File: config.mk
export PLATFORM = sky130hd
export DESIGN_NAME = alu_share_arbiter
export DESIGN_NICKNAME = d
export VERILOG_FILES = /design/src/rtl/alu_share_arbiter.sv
export SDC_FILE = /design/constraint.sdc
export NUM_CORES = 1
export LEC_CHECK = 0
export CAP_MARGIN = 20
export CORE_AREA = 2 2 168 170
export DETAILED_ROUTE_END_ITERATION = 8
export DIE_AREA = 0 0 170 172
export PLACE_DENSITY = 0.61
export SETUP_SLACK_MARGIN = 0.02
export SLEW_MARGIN = 20
export SYNTH_ARGS = -nofsm -noshare
export SYNTH_HDL_FRONTEND = slang
export SYNTH_SLANG_ARGS = --single-unit
File: constraint.sdc
create_clock -name clk -period 2.4 [get_ports clk]
set_input_delay 0.48 -clock clk [delete_from_list [all_inputs] [get_ports clk]]
set_output_delay 0.48 -clock clk [all_outputs]
set_load 0.03 [all_outputs]
File: src/rtl/alu_share_arbiter.sv
// Round-robin arbiter sharing one external ALU among four requesters.
// Grants one operation at a time, waits ALU_LAT cycles, then returns the captured result.
module alu_share_arbiter #(
  parameter int unsigned DATA_WIDTH = 32,
  parameter int unsigned ALU_LAT    = 1
) (
  input  logic                      clk,
  input  logic                      reset_n,
  input  logic [3:0]                req,
  input  logic [3:0]                en_mask,
  input  logic [4*DATA_WIDTH-1:0]   req_A,
  input  logic [4*DATA_WIDTH-1:0]   req_B,
  input  logic [11:0]               req_op,
  output logic [3:0]                gnt,
  output logic [3:0]                rsp_valid,
  output logic [1:0]                rsp_id,
  output logic [DATA_WIDTH-1:0]     rsp_Result,
  output logic [2:0]                rsp_flags,
  output logic [DATA_WIDTH-1:0]     alu_A,
  output logic [DATA_WIDTH-1:0]     alu_B,
  output logic [2:0]                alu_ALUop,
  input  logic [DATA_WIDTH-1:0]     alu_Result,
  input  logic                      alu_Overflow,
  input  logic                      alu_CarryOut,
  input  logic                      alu_Zero,
  output logic                      busy
);

  localparam int unsigned NREQ  = 4;
  localparam int unsigned IDX_W = 2;
  localparam int unsigned CNT_W = 2;
  localparam int unsigned OP_W  = 3;

  typedef enum logic {IDLE, EXEC} state_t;

  state_t             state;
  logic [IDX_W-1:0]   ptr;
  logic [IDX_W-1:0]   cur;
  logic [CNT_W-1:0]   cnt;

  logic [NREQ-1:0]    elig_c;
  logic               found_c;
  logic [IDX_W-1:0]   sel_c;

  // Round-robin search starting just after the last granted index
  always_comb begin
    elig_c  = req & en_mask;
    found_c = 1'b0;
    sel_c   = ptr;
    for (int k = 1; k <= int'(NREQ); k++) begin
      if (!found_c && elig_c[IDX_W'(ptr + IDX_W'(k))]) begin
        found_c = 1'b1;
        sel_c   = IDX_W'(ptr + IDX_W'(k));
      end
    end
  end

  always_ff @(posedge clk) begin
    if (!reset_n) begin
      state      <= IDLE;
      ptr        <= IDX_W'(NREQ - 1);
      cur        <= '0;
      cnt        <= '0;
      gnt        <= '0;
      rsp_valid  <= '0;
      rsp_id     <= '0;
      rsp_Result <= '0;
      rsp_flags  <= '0;
      alu_A      <= '0;
      alu_B      <= '0;
      alu_ALUop  <= '0;
      busy       <= 1'b0;
    end else begin
      gnt       <= '0;
      rsp_valid <= '0;
      if (state == IDLE) begin
        if (found_c) begin
          gnt       <= NREQ'(1) << sel_c;
          alu_A     <= req_A[32'(sel_c)*DATA_WIDTH +: DATA_WIDTH];
          alu_B     <= req_B[32'(sel_c)*DATA_WIDTH +: DATA_WIDTH];
          alu_ALUop <= req_op[32'(sel_c)*OP_W +: OP_W];
          ptr       <= sel_c;
          cur       <= sel_c;
          cnt       <= '0;
          state     <= EXEC;
          busy      <= 1'b1;
        end
      end else begin
        cnt <= CNT_W'(cnt + CNT_W'(1));
        // Final latency cycle: capture the ALU outputs and release the ALU
        if (cnt == CNT_W'(ALU_LAT - 1)) begin
          rsp_Result <= alu_Result;
          rsp_flags  <= {alu_Overflow, alu_CarryOut, alu_Zero};
          rsp_id     <= cur;
          rsp_valid  <= NREQ'(1) << cur;
          state      <= IDLE;
          busy       <= 1'b0;
        end
      end
    end
  end

endmodule

==> reports/results.txt <==
Internal -> 5170 uW
RSZ-0062 raised after global routing -> no
most instantiated cells after synthesis -> dfxtp_1, nand2_1, nand3_1, o21ai_0, mux2i_1
cells after synthesis -> 683
Synth Register Bits -> 120
clk_lat worst skew -> 0.41 ns
Worst Path Max Fanout -> 21
average size of a mapped cell -> 8.88 sq um
Area Overhead vs Synth -> 90.7%
CTS tree -> built
min-delay src -> rsp_id[1]$_SDFFE_PN0P_
global route overflow -> 0
Post-synth top flop -> dfxtp_1
first-pass GRT wire length -> 40.0 mm
Avg WL per Cell -> 18.8 um
CTS resizes -> 0
Final Max Tran Viols -> 0
final setup fails -> 0
synth unique cells -> 40
Clock Power Share -> 33.8%
P_sw -> 2550 uW
total CTS buffers -> 17
most numerous cell in the Yosys netlist -> dfxtp_1
Worst-Margin Slew -> 0.472 ns
CTS sink cnt -> 120
Layout Cells excl Fill -> 1461
met3 Use GR -> 5.49%
Initial Utilization -> 22.1%
FMAX -> 463 MHz
initial antenna violation count -> 1
placed instance area -> 11000 sq um
register area share after synthesis -> 39.6%
Crit path largest cell delay -> 0.50 ns
Setup Skew -> 0.0101 ns
clock buffer depth -> 2
WS Path Type -> in -> reg
Die Ht -> 172 um
Max IR drop VDD -> 418 uV
core area -> 27500 sq um
post-synth top area cell -> dfxtp_1
fillers -> 2744
input/output buffers -> 425
Rel. slew slack -> 68.6%
final instance area -> 11600 sq um
CP startpoint kind -> primary input
M1 GR Usage -> 21.2%
Die Span X -> 170 um
Yosys top cell area share -> 39.6%
1st-iter DRT viols -> 340
worst min-delay path class -> reg -> reg
die area -> 29200 sq um
crit path from -> req[2]
share of cells above drive strength 1 -> 8.53%
synthesized net count -> 997
standard-cell rows -> 61
Comb power frac -> 35.3%
Worst setup EP type -> flop
top cells by area, synth -> dfxtp_1, mux2i_1, a21o_1, o211ai_1, nand3_1
placed insts -> 1429
total track usage -> 18.0%
YS warnings -> 0
critical path arrival -> 2.45 ns
final hold viol count -> 0
Pwr Density -> 667 nW/um^2
Final #Nets -> 1416
sw frac -> 33.1%
largest net degree at the start of global routing -> 45
Static Leak -> 0.00435 uW
H-tree depth -> 4
clock-pin slew on the worst setup and hold paths -> 0.06 ns
worst reg2reg path startpoint -> ptr[0]$_SDFFE_PN1P_
Slowest cell on crit path -> clkdlybuf4s50_1
first-pass detailed-route iteration total -> 5
status -> finished clean
I/O pin total -> 426
Vias/cell -> 4.71
DRC viols -> 0
grt peak-use layer -> met2
hold_buf cts -> 0
fin crit period -> 2.16 ns
met2 Track Usage GR -> 31.4%
Worst EP required -> 2.69 ns
Final Cycle Share -> 90.0%
post-CTS setup buffers -> 0
global placer's final weighted congestion -> 0.810
Mapped Area -> 6060 sq um
Max-cap violations -> 0
root buf cell -> clkbuf_16
Post-DRT Antenna Nets -> 0
Reg power frac -> 30.9%
crit-path cells -> clkdlybuf4s50_1, nand2_1, a31oi_2, mux2i_4, nor2_4, buf_12, mux2i_1, o211ai_1
vias in the first global route -> 6901
DP HPWL -> 20.5 mm
vias post-DR -> 6881
Routed Wire Length -> 27.5 mm
Async SR Flop Fraction -> 0%
Post-synth EDFFs -> 0
## area by class of cell
| cell class | count | area [sq um] | share of cell area (%) |
|---|---|---|---|
| tap | 346 | 433 | 3.74 |
| clock inverter | 13 | 148 | 1.28 |
| antenna | 1 | 2.50 | 0.0216 |
| sequential | 120 | 2400 | 20.8 |
| multi-input combinational | 493 | 3360 | 29.0 |
| clock buffer | 18 | 439 | 3.80 |
| inverter | 3 | 11.3 | 0.0974 |
| timing repair buffer | 467 | 4770 | 41.2 |
## flip-flops by register name (all words and copies together), names as in the netlist
register and count:
alu_A 32, alu_B 32, rsp_Result 32, gnt 4, rsp_valid 4, alu_ALUop 3, rsp_flags 3, cnt 2
cur 2, ptr 2, rsp_id 2, busy 1, state 1
## final timing paths
path	to	slack (ns)	cells after the start
setup / recovery	alu_A[11]$_SDFFE_PN0P_	0.24	8
hold / removal	rsp_id[1]$_SDFFE_PN0P_	0.45	2
setup reg to reg	alu_A[11]$_SDFFE_PN0P_	0.27	7
hold reg to reg	rsp_id[1]$_SDFFE_PN0P_	0.45	2
## routing by layer
layer / share of wire, % / up-vias
met5: 0 / -
met4: 1.9 / 0
met3: 8.3 / 28
met2: 50 / 298
met1: 40 / 3196
li1: - / 3359
## through the flow
step           worst slack (ns)  total power, uW  setup TNS [ns]  hold WS [ns]  util (%)
6_report                  0.241             7720               0         0.451      42.1
3_3_place_gp             -0.176             5160           -1.61         0.433      39.9
3_5_place_dp             -0.192             5170           -3.18         0.447      39.9
5_1_grt                   0.159             8090               0         0.485      42.1
4_1_cts                   0.255             7850               0         0.457      42.1
2_1_floorplan             0.471             3730               0         0.438         -
## power by group through the flow
stage          clock [uW]  sequential, uW  combinational [uW]
5_1_grt              2780            2410                2900
2_1_floorplan           0            2860                 868
3_5_place_dp            0            2420                2740
3_3_place_gp            0            2420                2740
4_1_cts              2710            2380                2750
6_report             2610            2380                2720
## cell families after synthesis
kind of cell	synth area share (%)
buf+inv	5.49
compound gates	29.9
mux	11.8
fa+ha+maj	0.206
simple gates	13.0
flops	39.6
## placed cells by master (no fill, tap or decap), drive strengths merged, types with 3 or more instances in the layout
cell and instances:
clkdlybuf4s50 425, dfxtp 120, nand2 78, nand3 70, o21ai 70, mux2i 69
a21o 67, o211ai 67, buf 42, a22o 36, clkbuf 18, nor2 10
clkinv 8, inv 6, nor2b 4, and3 3
## critical path, delay by kind of cell
family | cells | cell delay [ns]
AND/OR/NAND/NOR | 2 | 0.29
AO/OA/AOI/OAI | 2 | 0.40
multiplexers | 2 | 0.54
buffers and inverters | 2 | 0.73
(Power assumes the default switching activity.)
